$ cat src/rtl/int_to_fp_pkg.sv
// Shared class-flag encoding and half-precision format constants, plus the
// converter's state type.
package int_to_fp_pkg;

  localparam int NTYPES         = 6;
  localparam int FLAG_SNAN      = 0;
  localparam int FLAG_QNAN      = 1;
  localparam int FLAG_INFINITY  = 2;
  localparam int FLAG_ZERO      = 3;
  localparam int FLAG_SUBNORMAL = 4;
  localparam int FLAG_NORMAL    = 5;

  localparam int BIAS = 15;
  localparam int EMIN = -14;
  localparam int EMAX = 15;

  typedef enum logic [1:0] {
    IDLE  = 2'd0,
    NORM  = 2'd1,
    ROUND = 2'd2,
    DONE  = 2'd3
  } state_e;

endpackage

$ cat src/rtl/int_to_fp.sv
// Multi-cycle signed integer to IEEE-style float converter: serial left-shift
// normalisation, then one round-to-nearest-even step.
module int_to_fp
  import int_to_fp_pkg::*;
#(
  parameter int NEXP = 5,
  parameter int NSIG = 10,
  parameter int NINT = 16
) (
  input  logic                   clk,
  input  logic                   rst,
  input  logic                   in_valid,
  output logic                   in_ready,
  input  logic [NINT-1:0]        in_data,
  output logic                   out_valid,
  input  logic                   out_ready,
  output logic [NEXP+NSIG:0]     out_q,
  output logic [NTYPES-1:0]      out_flags
);

  localparam int CW = $clog2(NINT + 1);

  state_e                state_q, state_d;
  logic [NINT-1:0]       mag_q, mag_d;
  logic                  sign_q, sign_d;
  logic [CW-1:0]         cnt_q, cnt_d;
  logic [NEXP+NSIG:0]    res_q, res_d;
  logic [NTYPES-1:0]     flags_q, flags_d;

  logic [NINT-1:0]       in_abs;
  logic [NSIG:0]         sig;
  logic                  guard, sticky, round_up;
  logic [NSIG+1:0]       sig_rnd;
  logic [NEXP-1:0]       exp_b;
  logic [NSIG-1:0]       frac;

  // Two's-complement negate as unsigned, so the most negative value stays exact.
  assign in_abs = in_data[NINT-1] ? (~in_data + 1'b1) : in_data;

  assign sig      = mag_q[NINT-1 -: NSIG+1];
  assign guard    = mag_q[NINT-NSIG-2];
  assign sticky   = |mag_q[NINT-NSIG-3:0];
  assign round_up = guard & (sticky | sig[0]);
  assign sig_rnd  = {1'b0, sig} + (NSIG+2)'(round_up);
  // Carry out of rounding means the significand became exactly 2.0.
  assign exp_b    = NEXP'(NINT - 1 + BIAS) - NEXP'(cnt_q) + NEXP'(sig_rnd[NSIG+1]);
  assign frac     = sig_rnd[NSIG+1] ? '0 : sig_rnd[NSIG-1:0];

  always_ff @(posedge clk or posedge rst) begin
    if (rst) begin
      state_q <= IDLE;
      mag_q   <= '0;
      sign_q  <= 1'b0;
      cnt_q   <= '0;
      res_q   <= '0;
      flags_q <= '0;
    end else begin
      state_q <= state_d;
      mag_q   <= mag_d;
      sign_q  <= sign_d;
      cnt_q   <= cnt_d;
      res_q   <= res_d;
      flags_q <= flags_d;
    end
  end

  always_comb begin
    state_d   = state_q;
    mag_d     = mag_q;
    sign_d    = sign_q;
    cnt_d     = cnt_q;
    res_d     = res_q;
    flags_d   = flags_q;
    in_ready  = 1'b0;
    out_valid = 1'b0;
    unique case (state_q)
      IDLE: begin
        in_ready = 1'b1;
        if (in_valid) begin
          sign_d = in_data[NINT-1];
          mag_d  = in_abs;
          cnt_d  = '0;
          if (in_abs == '0) begin
            res_d              = '0;
            flags_d            = '0;
            flags_d[FLAG_ZERO] = 1'b1;
            state_d            = DONE;
          end else begin
            state_d = NORM;
          end
        end
      end
      NORM: begin
        if (mag_q[NINT-1]) begin
          state_d = ROUND;
        end else begin
          mag_d = mag_q << 1;
          cnt_d = cnt_q + 1'b1;
        end
      end
      ROUND: begin
        res_d                = {sign_q, exp_b, frac};
        flags_d              = '0;
        flags_d[FLAG_NORMAL] = 1'b1;
        state_d              = DONE;
      end
      DONE: begin
        out_valid = 1'b1;
        if (out_ready) state_d = IDLE;
      end
      default: state_d = IDLE;
    endcase
  end

  assign out_q     = res_q;
  assign out_flags = flags_q;

endmodule

$ cat config.mk
export PLATFORM = sky130hd
export DESIGN_NAME = int_to_fp
export DESIGN_NICKNAME = d
export VERILOG_FILES = /design/src/rtl/int_to_fp_pkg.sv /design/src/rtl/int_to_fp.sv
export SDC_FILE = /design/constraint.sdc
export NUM_CORES = 1
export LEC_CHECK = 0
export CORE_MARGIN = 10
export CORE_UTILIZATION = 40
export DETAILED_ROUTE_END_ITERATION = 6
export GPL_TIMING_DRIVEN = 0
export HOLD_SLACK_MARGIN = 0.15
export SLEW_MARGIN = 20
export SYNTH_ARGS = -nofsm -noshare
export SYNTH_HDL_FRONTEND = slang
export SYNTH_SLANG_ARGS = --single-unit
$ cat constraint.sdc
create_clock -name clk -period 5.1 [get_ports clk]
set_clock_uncertainty 0.15 [all_clocks]
set_input_delay 0.51 -clock clk [delete_from_list [all_inputs] [get_ports clk]]
set_output_delay 0.51 -clock clk [all_outputs]
set_load 0.02 [all_outputs]
==> results.md, run 1 <==
* Status: complete, no violations
* Core Box Area at about 6800 µm²
* Register area share after synthesis at between 30% and 40%
* CP max FO at 10
* Post-layout nets at 389
* First-pass GRT wire length at roughly 11000 µm
* Worst hold margin at 0.353 ns
* Initial cell density of the core at 40.9%
* Worst path slowest cell: nor3_2
* Drt first pass iters at 5
* Std cell rows at 30
* CTS resizes at 0
* Worst path cell trace: clkdlybuf4s50_1, inv_1, ha_1, or3b_2, o41ai_2, xor2_1, o2111ai_1, nor3_2, buf_4, o22ai_2
* Gp weighted congestion at roughly 0.79
* Share of layout cells above drive strength 1 at between 10% and 20%
* Async S/R FF share, synth at 100%
* Cells after Synth at 310
* Num ports at 44
* Cts bufs inserted at 5
* Antenna cell count at 0
* Clk slew on worst S/H paths at around 0.080 ns
* Power per Cell Area at about 550 nW/µm²
* Slowest Stage Delay on Critical Path at about 0.60 ns
* Design Power at roughly 1.9 mW
* CP bufs+invs at 3
* Top_reg_cell synth: dfrtp_1
* GR Util All Layers at 13.0%
* Worst skew pair latency at approximately 0.29 ns
* CTS Buffer Depth at 2
* CTS tree: done
* Setup tns final at 0 ns
* Tcrit/Tclk final at between 70% and 80%
* Initial antenna violation count at 0
* Mapped Area at about 2800 µm²
* Final setup viols at 0
* Antenna Violating Nets Remaining at 0
* Fin. Hold Viols at 0
* Hpwl dp at about 5300 µm
* Final core occ at between 40% and 50%
* Routed WL per cell at 15.3 µm
* Hold crit path type: primary input to asynchronous set/reset pin
* WS Path Type: primary input to flip-flop
* Unrepaired setup endpoints after global routing: no
* Fin crit period at around 3.8 ns
* CP arrival at approximately 3.9 ns
* Largest net degree at the start of global routing at 28
* Post-CTS setup buffer count at 0
* Critical Path End Type: flip-flop
* Ys Warns at 0
* Worst path top cell family by delay: simple AND/OR/NAND/NOR gates
* Least-Margin Pin Slew at 0.629 ns
* Clock Sinks at 42
* Finished Layout Cells at roughly 440
* Synth cell types at between 50 and 60
* Crit path required time at a little over 5 ns
* Relative slew slack at between 50% and 60%
* Max cap viols at 0
* VDD IR-drop max at 189 µV
* DIE AREA at 10600 µm²
* Die H at slightly above 100 µm
* F_max at between 0.2 and 0.3 GHz
* LEAKAGE at 1.42 nW
* Syn Area/Cell at around 9 µm²
* Vias at around 2400
* Total congestion overflow at 0
* Buffers on Ports at 39
* Cells after DPL at about 430
* Chip Width at a little over 100 µm
* FF+latch count, synth at 42
* DR iter-0 viols at 162
* Clk root buf: clkbuf_8
* Vias in the first global route at about 2300
* Detailed-route DRC error count at 0
* Vias per inst at 5.43
* Slew Limit Fails at 0
* Htree depth at 2
* Nature of the critical path startpoint: primary input
* Area grow syn2layout at 22.3%
* Number of flops mapped to enable cells by yosys at 0
* Final WL at a little under 7000 µm
* Cts hold-fix bufs at 0
[cell families (layout without fill, tap and decap cells)]
| group | Yosys count | in the layout | synth area share, % |
|---|---|---|---|
| muxes | 3 | 3 | 1.18 |
| xor gates and xnor gates | 25 | 25 | 7.93 |
| buffers and inverters | 32 | 80 | 5.39 |
| and+or+nand+nor | 114 | 114 | 20.2 |
| other | 1 | 4 | 0.136 |
| DFF | 42 | 42 | 38.1 |
| AOI/OAI and AO/OA | 84 | 84 | 23.0 |
| adders and majority gates | 9 | 9 | 4.08 |
[path summary, 6_finish.rpt]
kind	from	to	depth (start not counted)	slack, ns
worst max-delay path	in_data[0]	out_q[6]	10	1.27
worst min-delay path	rst	out_q[6]	2	0.35
worst max register to register	state_q[0]	mag_q[0]	8	2.24
worst min register to register	out_flags[3]	out_flags[3]	1	0.35
max in group asynchronous	rst	mag_q[15]	3	3.99
min in group clk	out_flags[3]	out_flags[3]	1	0.35
[cell usage after synthesis, types with 5 or more instances]
| cell type | instances | share of area, % |
|---|---|---|
| xor2_1 | 17 | 5.4 |
| nand3_1 | 10 | 1.8 |
| buf_4 | 5 | 1.4 |
| inv_1 | 11 | 1.5 |
| o22ai_1 | 8 | 1.8 |
| nor2b_1 | 6 | 1.4 |
| ha_1 | 9 | 4.1 |
| o22ai_2 | 9 | 4.1 |
| dfrtp_1 | 42 | 38 |
| clkbuf_1 | 10 | 1.4 |
| nor2_1 | 30 | 4.1 |
| xnor2_1 | 8 | 2.5 |
| a21oi_1 | 20 | 3.6 |
| o21ai_0 | 9 | 1.6 |
| nand2_1 | 36 | 4.9 |
[metrics by stage]
stage,instance area (µm²),worst slack (ns)
after floorplan,2770,2.04
after global placement,3260,1.01
after detailed placement,3280,0.999
after CTS,3380,1.30
after global routing,3380,1.07
final,3380,1.27
[report_power, final]
part           switching (mW)  internal, mW  leakage, nW
sequential              0.130         0.485        0.508
combinational           0.564         0.449        0.869
clock                   0.120         0.109       0.0472
[sequential cells by signal (all words and copies together) (netlist names)]
| name | flops |
|---|---|
| mag_q | 16 |
| out_q | 16 |
| cnt_q | 5 |
| out_flags | 2 |
| state_q | 2 |
| sign_q | 1 |
[area by class of cell]
cell class	instances	area (µm²)
Fill cell	695	3380
Inverter	11	41.3
Multi-Input combinational cell	239	1570
Timing Repair Buffer	40	410
Tap cell	80	100
Clock buffer	6	82.6
Buffer	21	108
Sequential cell	42	1050
Clock inverter	2	12.5
[cells in the final DEF (no fill, tap or decap), types with 10 or more instances in the layout]
cell             instances
clkdlybuf4s50_1         39
inv_1                   10
clkbuf_1                10
nand3_1                 10
nand2_1                 36
nor2_1                  30
xor2_1                  17
a21oi_1                 20
dfrtp_1                 42
[layer usage]
layer  up-vias  part of all wire, %  GRT usage [%]
li1       1211                    -              -
met1      1120                   48           17.7
met2        60                   46           20.4
met3         2                  4.5           1.88
met4         0                 0.91           4.49
met5         -                    0              0
(Power assumes the default switching activity.)
==> inputs of run 2 (changes only) <==
- clock period: 5.1 -> 3.9 ns (I/O delays scaled with it)
==> run 2 against run 1 <==
Compared with the run above:
- total power increased by 31%
- worst setup slack got worse by 1.0 ns
- final area is 0.19% higher
- global-route usage is the same
- worst hold slack got worse by 0.12 ns
- clock power increased by 31%
- via count grew 0.50%
- core utilization increased by 0.093 points
- critical path depth up 1
- combinational power increased by 32%
- register-to-register slack worse by 1.2 ns
- critical endpoint unchanged
- sequential cell count unchanged
==> results.md, run 2 (synthesis gave the netlist of run 1 again) <==
* Worst path top cell family by delay: compound AO/OA/AOI/OAI gates
* Hpwl dp at around 5300 µm
* Final setup viols at 0
* Register-to-register setup slack at roughly 1.0 ns
* Share of layout cells above drive strength 1 at approximately a tenth
* Fin. Hold Viols at 0
* Leading cell types in the layout, fill and taps excluded: dfrtp_1 (42), clkdlybuf4s50_1 (39), nand2_1 (36), nor2_1 (30), a21oi_1 (20)
* Worst hold margin at roughly 0.23 ns
* Slowest Stage Delay on Critical Path at ~0.54 ns
* CTS resizes at 0
* Final WL at about 6700 µm
* Status: complete, no violations
* DR iter-0 viols at between 100 and 150
* Total congestion overflow at 0
* CP bufs+invs at 4
* Vias at 2405
* Vias per inst at around 5.5
* CTS tree: done
* Relative slew slack at between 50% and 60%
* Slack of the critical path at ~0.26 ns
* Drt first pass iters at 4
* Core Box Area at 6760 µm²
* DP Worst Slack at -0.0806 ns
* LEAKAGE at 1.44 nW
* Final Cell Area at between 3000 and 4000 µm²
* Post-CTS setup buffer count at 0
* Vias in the first global route at 2279
* Nature of the critical path startpoint: primary input
* Buffers on Ports at 39
* Tcrit/Tclk final at between 90% and 100%
* CP arrival at between 3 and 4 ns
* Die H at approximately 100 µm
* Slew Limit Fails at 0
* Antenna Violating Nets Remaining at 0
* F_max at 0.275 GHz
* Initial cell density of the core at approximately two fifths
* Chip Width at between 100 and 150 µm
* Least-Margin Pin Slew at about 0.64 ns
* First-pass GRT wire length at about 11000 µm
* GR Util All Layers at between 10% and 20%
* Finished Layout Cells at ~440
* CTS Buffer Depth at 2
* CP max FO at 10
* Clk slew on worst S/H paths at roughly 0.080 ns
* Cells after DPL at roughly 430
* Routed WL per cell at 15.2 µm
* Placement Cell Area at approximately 3300 µm²
* VDD IR-drop max at around 250 µV
* Antenna cell count at 0
* Cts bufs inserted at 5
* Area grow syn2layout at 22.6%
* Worst skew pair latency at around 0.3 ns
* Htree depth at 2
* Unrepaired setup endpoints after global routing: no
* Detailed-route DRC error count at 0
* Clock Sinks at 42
* WS Path Type: primary input to flip-flop
* Design Power at about 2.4 mW
* Fin crit period at between 3 and 4 ns
* Largest net degree at the start of global routing at 28
* Worst path slowest cell: or3b_2
* Std cell rows at 30
* Most common cell after layout, fill and taps aside: dfrtp_1
* Critical Path End Type: flip-flop
* Hold crit path type: primary input to asynchronous set/reset pin
* Initial antenna violation count at 0
* Gp weighted congestion at 0.793
* Clk root buf: clkbuf_8
* DIE AREA at 10600 µm²
* Post-layout nets at about 400
* Num ports at 44
* Cts hold-fix bufs at 0
* Worst path cell trace: clkdlybuf4s50_1, inv_1, ha_1, or3b_2, o41ai_2, xor2_1, o2111ai_1, o41a_1, buf_2, buf_6, o22ai_2
* Crit path required time at 3.97 ns
* Power per Cell Area at between 700 and 800 nW/µm²
* Max cap viols at 0
-- run 2: cell counts in the layout (fill, tap and decap cells not counted) --
No cell type changed its count.
-- run 2: path summary, 6_finish.rpt --
check	start	endpoint	depth (start not counted)
worst min register to register	out_flags[3]	out_flags[3]	1
min in group clk	out_flags[3]	out_flags[3]	1
worst min-delay path	rst	out_q[6]	2
worst max-delay path	in_data[0]	out_q[6]	11
max in group asynchronous	rst	mag_q[15]	3
worst max register to register	state_q[0]	mag_q[0]	8
-- run 2: layer usage --
layer	GRT usage, %	part of all wire [%]	vias to the layer above
met3	1.88	5.1	4
li1	-	-	1212
met5	0	0	-
met2	20.4	46	59
met1	17.7	48	1130
met4	4.49	1.3	0
-- run 2: layout make-up --
cell class	count	area, µm²
tap	80	100
clock inverter	2	12.5
inverter	11	41.3
buffer	21	108
clock buffer	6	82.6
multi-input combinational	239	1580
sequential	42	1050
timing repair buffer	40	410
fill	694	3370
-- run 2: report_power, final --
part / total (mW) / internal (mW) / switching (mW)
clock: 0.300 / 0.143 / 0.158
sequential: 0.804 / 0.634 / 0.170
combinational: 1.33 / 0.587 / 0.738
-- run 2: worst reg2reg max path, stage by stage (launching register included) --
cell and delay, ns:
dfrtp_1 0.40, inv_1 0.08, ha_1 0.25, clkbuf_1 0.23, nand2b_1 0.20, o21ai_1 0.21
a21oi_1 0.56, clkbuf_1 0.45, o22ai_1 0.18
-- run 2: metrics by stage --
step                setup TNS, ns  util (%)
CTS                             0      50.0
detailed placement         -0.704      48.6
floorplan                       0         -
global route                    0      50.1
global placement           -0.648      48.3
finish                          0      50.1
